--- config.mk ---
export PLATFORM = sky130hd
export DESIGN_NAME = sdm_modulator
export DESIGN_NICKNAME = d
export VERILOG_FILES = /design/src/rtl/sdm_pkg.sv /design/src/rtl/sdm_integrator.sv /design/src/rtl/sdm_modulator.sv
export SDC_FILE = /design/constraint.sdc
export NUM_CORES = 1
export LEC_CHECK = 0
export CORE_MARGIN = 5
export CORE_UTILIZATION = 60
export DETAILED_ROUTE_END_ITERATION = 12
export MAX_ROUTING_LAYER = met4
export PLACE_DENSITY = 0.88
export SLEW_MARGIN = 0
export SYNTH_ARGS = -nofsm -noshare
export SYNTH_HDL_FRONTEND = slang
export SYNTH_SLANG_ARGS = --single-unit
--- constraint.sdc ---
create_clock -name clk -period 28.7 [get_ports clk]
set_input_delay 8.61 -clock clk [delete_from_list [all_inputs] [get_ports clk]]
set_output_delay 8.61 -clock clk [all_outputs]
set_load 0.01 [all_outputs]
--- src/rtl/sdm_pkg.sv ---
// Shared types, full-scale constants and the saturating adder for the
// second-order sigma-delta modulator.
package sdm_pkg;

    typedef logic signed [15:0] q15_t;

    // Wide enough for any ACC_W up to 32 plus the feedback swing.
    localparam int unsigned CALC_W = 40;
    typedef logic signed [CALC_W-1:0] calc_t;

    localparam calc_t FS_POS = 40'sd32768;
    localparam calc_t FS_NEG = -40'sd32768;

    typedef struct packed {
        calc_t val;
        logic  clip;
    } sat_res_t;

    function automatic sat_res_t sat_add(input calc_t a, input calc_t b, input int unsigned w);
        sat_res_t r;
        calc_t    s;
        calc_t    hi;
        calc_t    lo;
        s      = a + b;
        hi     = (calc_t'(1) <<< (w - 1)) - calc_t'(1);
        lo     = ~hi;
        r.val  = s;
        r.clip = 1'b0;
        if (s > hi) begin
            r.val  = hi;
            r.clip = 1'b1;
        end else if (s < lo) begin
            r.val  = lo;
            r.clip = 1'b1;
        end
        return r;
    endfunction

endpackage

--- src/rtl/sdm_integrator.sv ---
// ce-gated saturating accumulator: acc <= sat(acc + x - fb); the
// saturated next value is exposed combinationally for the next stage.
module sdm_integrator
    import sdm_pkg::*;
#(
    parameter int unsigned ACC_W = 24
) (
    input  logic  clk,
    input  logic  rst,
    input  logic  ce,
    input  calc_t x_i,
    input  calc_t fb_i,
    output calc_t acc_next_o,
    output logic  sat_o
);

    logic signed [ACC_W-1:0] acc_q;
    logic signed [ACC_W-1:0] acc_d;
    sat_res_t                res;

    always_comb begin
        res        = sat_add(calc_t'(acc_q), x_i - fb_i, ACC_W);
        acc_d      = res.val[ACC_W-1:0];
        acc_next_o = res.val;
        sat_o      = res.clip;
    end

    always_ff @(posedge clk) begin
        if (rst) begin
            acc_q <= '0;
        end else if (ce) begin
            acc_q <= acc_d;
        end
    end

endmodule

--- src/rtl/sdm_modulator.sv ---
// Second-order 1-bit sigma-delta modulator: one Q15 sample per OSR output
// bits, with a one-entry holding register in front of the active sample.
module sdm_modulator
    import sdm_pkg::*;
#(
    parameter int unsigned OSR   = 16,
    parameter int unsigned ACC_W = 24
) (
    input  logic clk,
    input  logic rst,
    input  logic ce,
    input  q15_t in_data,
    input  logic in_valid,
    output logic in_ready,
    output logic bit_out,
    output logic bit_valid,
    output logic frame,
    output logic underrun,
    output logic sat
);

    localparam int unsigned     PH_W    = $clog2(OSR);
    localparam logic [PH_W-1:0] PH_LAST = PH_W'(OSR - 1);

    q15_t            cur_q, cur_d;
    q15_t            next_q, next_d;
    logic            next_full_q, next_full_d;
    logic [PH_W-1:0] phase_q, phase_d;
    logic            bit_q, bit_d;

    logic  xfer, wrap, consume, sat1, sat2;
    calc_t fb, i1_next, i2_next;

    assign in_ready = ~next_full_q & ~rst;
    assign xfer     = in_valid & in_ready;
    assign wrap     = ce & (phase_q == PH_LAST);
    assign consume  = wrap & next_full_q;
    assign fb       = bit_q ? FS_POS : FS_NEG;

    sdm_integrator #(.ACC_W(ACC_W)) u_int1 (
        .clk       (clk),
        .rst       (rst),
        .ce        (ce),
        .x_i       (calc_t'(cur_q)),
        .fb_i      (fb),
        .acc_next_o(i1_next),
        .sat_o     (sat1)
    );

    // Second stage integrates the already-saturated first-stage result.
    sdm_integrator #(.ACC_W(ACC_W)) u_int2 (
        .clk       (clk),
        .rst       (rst),
        .ce        (ce),
        .x_i       (i1_next),
        .fb_i      (fb),
        .acc_next_o(i2_next),
        .sat_o     (sat2)
    );

    always_comb begin
        next_d      = xfer ? in_data : next_q;
        next_full_d = (next_full_q & ~consume) | xfer;
        cur_d       = consume ? next_q : cur_q;
        phase_d     = phase_q;
        bit_d       = bit_q;
        if (ce) begin
            phase_d = wrap ? '0 : phase_q + PH_W'(1);
            bit_d   = (i2_next >= calc_t'(0));
        end
    end

    always_ff @(posedge clk) begin
        if (rst) begin
            cur_q       <= '0;
            next_q      <= '0;
            next_full_q <= 1'b0;
            phase_q     <= '0;
            bit_q       <= 1'b0;
        end else begin
            cur_q       <= cur_d;
            next_q      <= next_d;
            next_full_q <= next_full_d;
            phase_q     <= phase_d;
            bit_q       <= bit_d;
        end
    end

    // Status pulses describe the ce cycle in progress; bit_out takes the new
    // value at the edge that closes it.
    assign bit_out   = bit_q;
    assign bit_valid = ce & ~rst;
    assign frame     = ce & ~rst & (phase_q == '0);
    assign underrun  = wrap & ~next_full_q & ~rst;
    assign sat       = ce & ~rst & (sat1 | sat2);

endmodule

* Word level (Yosys, flattened, before mapping)
Index checks and enable logic that the tools add are counted.
** Word-level totals
- Register bits :: 86
- Bits in latches :: 0
- RAM bits :: 0
- Bits in read-only memories :: 0
- Bits of input ports :: 20
- Output and inout bits :: 6
- Logic and storage cells :: 40
- Memories :: 0
** Cells by class
- $add $sub $neg :: 5
- Multipliers :: 0
- Divide/modulo/power cells :: 0
- Order comparisons :: 5
- Eq/ne operators :: 1
- Shifts and indexed selects :: 0
- Mux-type cells :: 6
- Bitwise logic cells :: 15
- Reductions and logical operators :: 1
** Operator list (count)
- $mux 41 :: 4
- $add 24x40->40 :: 2
- $gt 40x24->1 const B :: 2
- $lt 40x24->1 const B :: 2
- $ge 40x1->1 const B :: 1
- $mux 40 :: 1
- $sub 16x40->40 :: 1
- $sub 40x40->40 :: 1
- $and 1x1->1 :: 10
- $add 4x1->4 const B :: 1
- $eq 4x4->1 const B :: 1
- $logic_not 4->1 :: 1
- $mux 4 :: 1
- $not 1->1 :: 3
- $or 1x1->1 :: 2

* Depth between registers and ports, before layout
Gate-level depths: netlist of the first run.
- Depth after elaboration :: 13
- Depth in mapped cells :: 37
- Mapped depth without buffers :: 33

* Cells and area by module
From an unflattened synthesis of the first run, not the netlist that was laid out.
** Unflattened totals
- Cells, all modules :: 1619
- Area, all modules :: 11817.6 um^2
** By module, submodules not included
- sdm_integrator at u_int1 :: times used 1, cells each 749, area an instance 5326.4 um^2
- sdm_integrator at u_int2 :: times used 1, cells each 708, area an instance 4964.8 um^2
- sdm_modulator :: times used 1, cells each 162, area an instance 1526.5 um^2

* Worst setup path after synthesis of the first run
No wires, ideal clock.
- Path type :: input -> output
- Start point :: in rst
- End point :: out frame
- Data arrival time :: 9.308 ns
- Data required time :: 20.090 ns
- Path slack :: 10.782 ns
- Stages on the path :: 2
- Buffers on the path :: 0
- Cell sequence :: nand2b_1 > nor4b_1
** Between the ends
- Word-level cells in the longest chain between the ends :: 3
** RTL lines
- start, declared :: RTL line sdm_modulator.sv:10 : input logic rst,
- $not 1->1 :: RTL line sdm_modulator.sv:93 : assign frame = ce & ~rst & (phase_q == '0);
- $and 1x1->1 (2 in a row) :: RTL line sdm_modulator.sv:93
- end, declared :: RTL line sdm_modulator.sv:17 : output logic frame,
No other way between the ends.

* Worst setup path in the final report of the first run
- Start point :: in ce
- End point :: out frame
** Between the ends
- Word-level cells in the longest chain between the ends :: 2
** RTL lines
- start, declared :: RTL line sdm_modulator.sv:11 : input logic ce,
- $and 1x1->1 (2 in a row) :: RTL line sdm_modulator.sv:93
No other way between the ends.

==> results of run 1 <==
==> per-layer routing <==
metal,wire length (µm),vias up
met5,0,-
met1,9760,3735
met2,9450,298
li1,-,3930
met4,298,0
met3,1350,34
==> worst max-delay path: cells and delay by family <==
kind / cells / cell delay (ns)
buffers and inverters: 2 / 1.35
AND/OR/NAND/NOR: 2 / 1.05
==> sequential cells by signal, summed over array words and instances (netlist names) <==
register,count
next_full_q,1
phase_q,4
u_int2.acc_q,24
u_int1.acc_q,24
cur_q,16
next_q,16
bit_out,1
==> cells in the mapped netlist (6+ instances only) <==
library cell	count	area, µm²
sky130_fd_sc_hd__o21ai_1	18	90.1
sky130_fd_sc_hd__a21o_1	13	97.6
sky130_fd_sc_hd__a221oi_1	11	96.3
sky130_fd_sc_hd__nand3_1	11	55.1
sky130_fd_sc_hd__nand2b_1	27	169
sky130_fd_sc_hd__and2_1	12	75.1
sky130_fd_sc_hd__a31oi_1	6	37.5
sky130_fd_sc_hd__xnor2_1	33	289
sky130_fd_sc_hd__a21oi_1	121	606
sky130_fd_sc_hd__nor3_1	20	100
sky130_fd_sc_hd__and3_1	6	37.5
sky130_fd_sc_hd__nor2b_1	8	50.1
sky130_fd_sc_hd__o31ai_1	8	60.1
sky130_fd_sc_hd__or3_1	6	37.5
sky130_fd_sc_hd__a311oi_1	9	78.8
sky130_fd_sc_hd__o211ai_1	6	45.0
sky130_fd_sc_hd__xor2_1	21	184
sky130_fd_sc_hd__o21bai_1	10	75.1
sky130_fd_sc_hd__clkbuf_1	42	158
sky130_fd_sc_hd__dfxtp_1	86	1720
sky130_fd_sc_hd__o21ai_0	53	265
sky130_fd_sc_hd__nand4_1	12	75.1
sky130_fd_sc_hd__nor2_1	90	338
sky130_fd_sc_hd__nand2_1	115	432
sky130_fd_sc_hd__a22oi_1	10	75.1
sky130_fd_sc_hd__ha_1	98	1230
sky130_fd_sc_hd__a211oi_1	26	195
sky130_fd_sc_hd__fa_1	31	621
sky130_fd_sc_hd__o21a_1	10	75.1
sky130_fd_sc_hd__inv_1	140	526
==> layout make-up <==
class | count | share of cell area
well taps | 180 | 0.0246
clock inverters | 6 | 0.00479
multi-input cells | 862 | 0.671
flip-flops and latches | 86 | 0.188
clock buffers | 10 | 0.0261
inverters | 141 | 0.0579
repair buffers | 26 | 0.0271
==> cell families (layout without fill, tap and decap cells) <==
| logic type | count (synthesis) | after routing | synth area share |
|---|---|---|---|
| multiplexers | 6 | 6 | 0.00713 |
| flip-flops | 86 | 86 | 0.200 |
| AO/OA/AOI/OAI | 344 | 344 | 0.258 |
| buffers and inverters | 190 | 183 | 0.0857 |
| XOR/XNOR | 54 | 54 | 0.0550 |
| AND/OR/NAND/NOR | 329 | 329 | 0.179 |
| adder cells (fa/ha/maj) | 129 | 129 | 0.215 |
==> final timing paths <==
kind / start / end
hold / removal: next_q[5] / cur_q[5]
setup / recovery: ce / frame
setup reg to reg: bit_out / u_int2.acc_q[9]
hold reg to reg: next_q[5] / cur_q[5]
==> per-stage QoR <==
| step | utilization | hold slack (ns) | instance area [µm²] |
|---|---|---|---|
| after floorplan | - | 0.432 | 8600 |
| after global placement | 0.634 | 0.440 | 8870 |
| after detailed placement | 0.634 | 0.448 | 8870 |
| after CTS | 0.654 | 0.453 | 9150 |
| after global routing | 0.654 | 0.479 | 9150 |
| final | 0.654 | 0.451 | 9150 |
==> placed cells by master (no fill, tap or decap), types with 12 or more instances in the layout <==
cell                              instances
sky130_fd_sc_hd__nand2b_1                27
sky130_fd_sc_hd__nor3_1                  20
sky130_fd_sc_hd__a21oi_1                121
sky130_fd_sc_hd__dfxtp_1                 85
sky130_fd_sc_hd__o21ai_1                 18
sky130_fd_sc_hd__and2_1                  12
sky130_fd_sc_hd__o21ai_0                 53
sky130_fd_sc_hd__inv_1                  140
sky130_fd_sc_hd__nand4_1                 12
sky130_fd_sc_hd__xnor2_1                 33
sky130_fd_sc_hd__clkdlybuf4s50_1         23
sky130_fd_sc_hd__nor2_1                  90
sky130_fd_sc_hd__ha_1                    98
sky130_fd_sc_hd__a211oi_1                26
sky130_fd_sc_hd__fa_1                    31
sky130_fd_sc_hd__a21o_1                  13
sky130_fd_sc_hd__nand2_1                115
sky130_fd_sc_hd__xor2_1                  21
==> flow_summary.rst, run 1 <==
.. list-table::
   :header-rows: 1

   * - Metric
     - Value
   * - Detailed-route via count
     - 7,997
   * - Met2 track demand over resource in global routing
     - 0.402
   * - Average footprint of a synthesized cell
     - 7.56 µm²
   * - Total routing resource utilization after global routing
     - 0.258
   * - Share of post-route cells with drive strength above 1
     - 0.0354
   * - Dominant synthesized flop cell
     - sky130_fd_sc_hd__dfxtp_1
   * - Worst slew margin
     - 0.259
   * - Reg area
     - 0.00172 mm²
   * - Clock slew at the register clock pins of the worst setup and hold paths
     - 0.06 ns
   * - Unrepaired setup endpoints after global routing
     - false
   * - Core footprint
     - 0.0140 mm²
   * - Number of instances resized during post-cts repair
     - 0
   * - Required time at the endpoint of the critical path
     - 20.09 ns
   * - I/O pin count
     - 26
   * - First-pass detailed-route iteration total
     - 5
   * - Clock period minus worst slack
     - 19.62 ns
   * - Count of input and output buffers
     - 25
   * - Fill cell count
     - 1,141
   * - Outcome
     - finished, final reports clean
   * - Total of hold buffers inserted after clock tree synthesis
     - 0
   * - Number of CTS-inserted buffers
     - 9
   * - Category of the worst setup path capture point
     - output pin
   * - Critical-path maximum fanout
     - 60
   * - Detailed placer's ending HPWL
     - 15,900 µm
   * - Summed instance area of the synthesized netlist
     - 0.00860 mm²
   * - Share of the clock period used by the worst path after layout
     - 0.684
   * - Maximum clock frequency
     - 0.0510 GHz
   * - Count of nets after finishing
     - 1,275
   * - Synth cell types
     - 75
   * - Final-report setup violation count
     - 0
   * - Clk sink count
     - 86
   * - EDFF count, synth
     - 0
   * - Critical-path cell list
     - buf_2 > nand2b_1 > nor4b_1 > clkdlybuf4s50_1
   * - Clock Tree Buf Depth
     - 2
   * - Part of the Yosys area used for sequential elements
     - 0.200
   * - Final worst setup slack
     - 9.08 ns
   * - Level count of the clock H-tree
     - 3
   * - Register-to-register setup slack
     - 18.26 ns
   * - CTS Root Buffer Type
     - sky130_fd_sc_hd__clkbuf_16
   * - Routed wire length
     - 20,900 µm
   * - Die width
     - 130 µm
   * - Instance count of the mapped netlist
     - 1,138
   * - Global route hottest layer
     - met2
   * - Final Skew
     - 0.0106 ns
   * - Post-Place Worst Slack
     - 9.09 ns
   * - Remaining design rule violation count
     - 0
   * - Clock tree from TritonCTS
     - built
   * - Final Hold Vio Count
     - 0
   * - Seq cells post-synth
     - 86
   * - GR Util met3
     - 0.0315
   * - Drt wl/cell
     - 15.9 µm
   * - Share of async-settable or async-resettable flops after synthesis
     - 0
   * - Die Outline Area
     - 0.0168 mm²
   * - Die Y-Extent
     - 130 µm
   * - Number of buffers inserted to repair setup after CTS
     - 0
   * - Initial antenna violation count
     - 0
   * - Vias per cell
     - 6.10
   * - Antenna Cells
     - 0
   * - Max_cap viols
     - 0
   * - Insertion delay to the later sink of the worst-skew pair
     - 0.34 ns
   * - Layout-stage area growth over the synthesis result
     - 6.39%
   * - GRT Residual Overflow
     - 0
   * - Worst hold-check path type
     - register to register
   * - Cell depth of the worst min-delay path
     - 2
   * - Syn. warnings
     - 0
   * - Worst Max-Slew Pin Slew
     - 1.11 ns
   * - Multi-input combinational cell area
     - 0.00614 mm²
   * - Pins over their slew limit
     - 0
   * - Largest net degree at the start of global routing
     - 80
   * - Number of placed cells counting well taps
     - 1,295
   * - Length in cells of the worst reg-to-reg path
     - 30
   * - Standard-cell rows
     - 43
   * - GR Util met1
     - 0.363
   * - Violation count after the first detailed-routing iteration
     - 794
   * - Global-route wire length before repair
     - 34,900 µm
   * - Path type of the worst setup path
     - input port to output pin
   * - Non-Filler Instances
     - 1,311
   * - Post-route ant nets
     - 0
   * - Aggregate negative setup slack
     - 0 ns
   * - Critical Path Max Stage Delay
     - 0.76 ns
   * - Slowest library cell on the worst path
     - sky130_fd_sc_hd__buf_2
   * - Starting density of the core
     - 0.615
   * - Via count of the first global-routing pass
     - 7,450
   * - Syn nets
     - 1,287
   * - Final weighted congestion in routability-driven placement
     - 0.977
   * - Critical path arrival
     - 11.01 ns
   * - Element type at the critical path start
     - input port
Power of run 1 is not shown: default switching activity piles up to over one toggle a cycle in this logic, so the estimate is an artifact.
==> run 2: changes to the inputs <==
clock period = 19 ns   (was 28.7 ns; I/O delays follow)
==> run 2 against run 1 <==
Die area unchanged. Routed wire length up 1.8%. Utilization increased by 0.15 points. Cell count up 0.23%. Design area increased by 0.23%. Sequential share of layout area about the same. Clock-buffer cell count is 1 lower.
==> flow_summary.rst, run 2 (synthesis results as in run 1) <==
.. list-table::
   :header-rows: 1

   * - Metric
     - Value
   * - Final Hold Vio Count
     - 0
   * - Detailed-route via count
     - 8,081
   * - Max_cap viols
     - 0
   * - Aggregate negative setup slack
     - 0 ns
   * - Category of the worst setup path capture point
     - output pin
   * - Maximum clock frequency
     - 0.0608 GHz
   * - Standard-cell rows
     - 43
   * - Count of input and output buffers
     - 25
   * - Largest registers
     - u_int1.acc_q: 24 flops, u_int2.acc_q: 24 flops
   * - Die Y-Extent
     - 130 µm
   * - Detailed placer's ending HPWL
     - 16,100 µm
   * - Clock tree from TritonCTS
     - built
   * - Critical Path Max Stage Delay
     - 0.94 ns
   * - Fill cell count
     - 1,142
   * - Worst slew margin
     - 0.262
   * - Final worst setup slack
     - 2.56 ns
   * - Final weighted congestion in routability-driven placement
     - 1.02
   * - Worst hold-check path type
     - register to register
   * - Path type of the worst setup path
     - register to output pin
   * - Drt wl/cell
     - 16.2 µm
   * - Post-Place Worst Slack
     - 3.07 ns
   * - Leading cell type in the layout, fill and taps excluded
     - sky130_fd_sc_hd__inv_1
   * - Remaining design rule violation count
     - 0
   * - Required time at the endpoint of the critical path
     - 13.30 ns
   * - Insertion delay to the later sink of the worst-skew pair
     - 0.34 ns
   * - Commonest cells after routing, fill and taps aside
     - sky130_fd_sc_hd__inv_1, sky130_fd_sc_hd__a21oi_1, sky130_fd_sc_hd__nand2_1
   * - Fin Hold WS
     - 0.454 ns
   * - Register-to-register setup slack
     - 8.69 ns
   * - Number of CTS-inserted buffers
     - 9
   * - Core footprint
     - 0.0140 mm²
   * - First-pass detailed-route iteration total
     - 7
   * - Antenna Cells
     - 0
   * - Via count of the first global-routing pass
     - 7,525
   * - Pins over their slew limit
     - 0
   * - CTS Root Buffer Type
     - sky130_fd_sc_hd__clkbuf_16
   * - Critical path arrival
     - 10.74 ns
   * - Clock period minus worst slack
     - 16.44 ns
   * - Violation count after the first detailed-routing iteration
     - 915
   * - GRT Residual Overflow
     - 0
   * - Die width
     - 130 µm
   * - Final Skew
     - 0.00654 ns
   * - Clk sink count
     - 86
   * - Global-route wire length before repair
     - 35,800 µm
   * - Share of post-route cells with drive strength above 1
     - 0.0379
   * - Clock slew at the register clock pins of the worst setup and hold paths
     - 0.07 ns
   * - Post-route ant nets
     - 0
   * - Share of the clock period used by the worst path after layout
     - 0.865
   * - Number of buffers inserted to repair setup after CTS
     - 0
   * - Vias per cell
     - 6.15
   * - Worst Max-Slew Pin Slew
     - 1.10 ns
   * - Total routing resource utilization after global routing
     - 0.264
   * - Largest net degree at the start of global routing
     - 80
   * - Routed wire length
     - 21,200 µm
   * - Unrepaired setup endpoints after global routing
     - false
   * - Total of hold buffers inserted after clock tree synthesis
     - 0
   * - Slowest library cell on the worst path
     - sky130_fd_sc_hd__dfxtp_2
   * - Critical-path maximum fanout
     - 26
   * - I/O pin count
     - 26
   * - Layout-stage area growth over the synthesis result
     - 6.63%
   * - Outcome
     - finished, final reports clean
   * - Die Outline Area
     - 0.0168 mm²
   * - Number of instances resized during post-cts repair
     - 0
   * - Level count of the clock H-tree
     - 3
   * - Initial antenna violation count
     - 0
   * - Count of nets after finishing
     - 1,278
   * - Element type at the critical path start
     - register
   * - Starting density of the core
     - 0.615
   * - Final-report setup violation count
     - 0
   * - Clock Tree Buf Depth
     - 2
## run 2: changes by cell type in the layout (fill, tap and decap cells not counted), sizes merged
cell	change
buf	+3
inv	+2
clkinvlp	-1
clkbuf	-1
## run 2: layer usage
metal / vias up / global-route usage / part of all wire
met1: 3741 / 0.367 / 0.46
met4: 0 / 0.0672 / 0.020
met5: - / - / 0
li1: 3949 / - / -
met3: 46 / 0.0520 / 0.081
met2: 345 / 0.398 / 0.44
## run 2: cell type report
type                    count  area [µm²]  area share
clock buffers               9         225      0.0246
inverters                 141         529      0.0577
well taps                 180         225      0.0246
repair buffers             29         270      0.0295
clock inverters             7        56.3     0.00614
flip-flops and latches     86        1720       0.188
multi-input cells         862        6140       0.670
## run 2: critical path, delay by kind of cell, from the launching register on
kind | cells | cell delay (ns)
compound gates | 11 | 2.97
fa+ha+maj | 6 | 2.84
buf+inv | 6 | 2.01
flops | 1 | 0.94
simple gates | 7 | 1.63
## run 2: path summary, 6_finish.rpt
check | from | to | cells past startpoint
max | bit_out | sat | 30
min | cur_q[14] | cur_q[14] | 2
max reg2reg | bit_out | u_int2.acc_q[3] | 30
min reg2reg | cur_q[14] | cur_q[14] | 2
## run 2: metrics by stage
stage	instance area [µm²]	util	std cells
final	9170	0.656	1314
after detailed placement	8890	0.635	1298
after global placement	8890	0.635	1298
after floorplan	8600	-	1138
after CTS	9170	0.656	1314
after global routing	9170	0.656	1314
Power of run 2 is left out for the same reason.
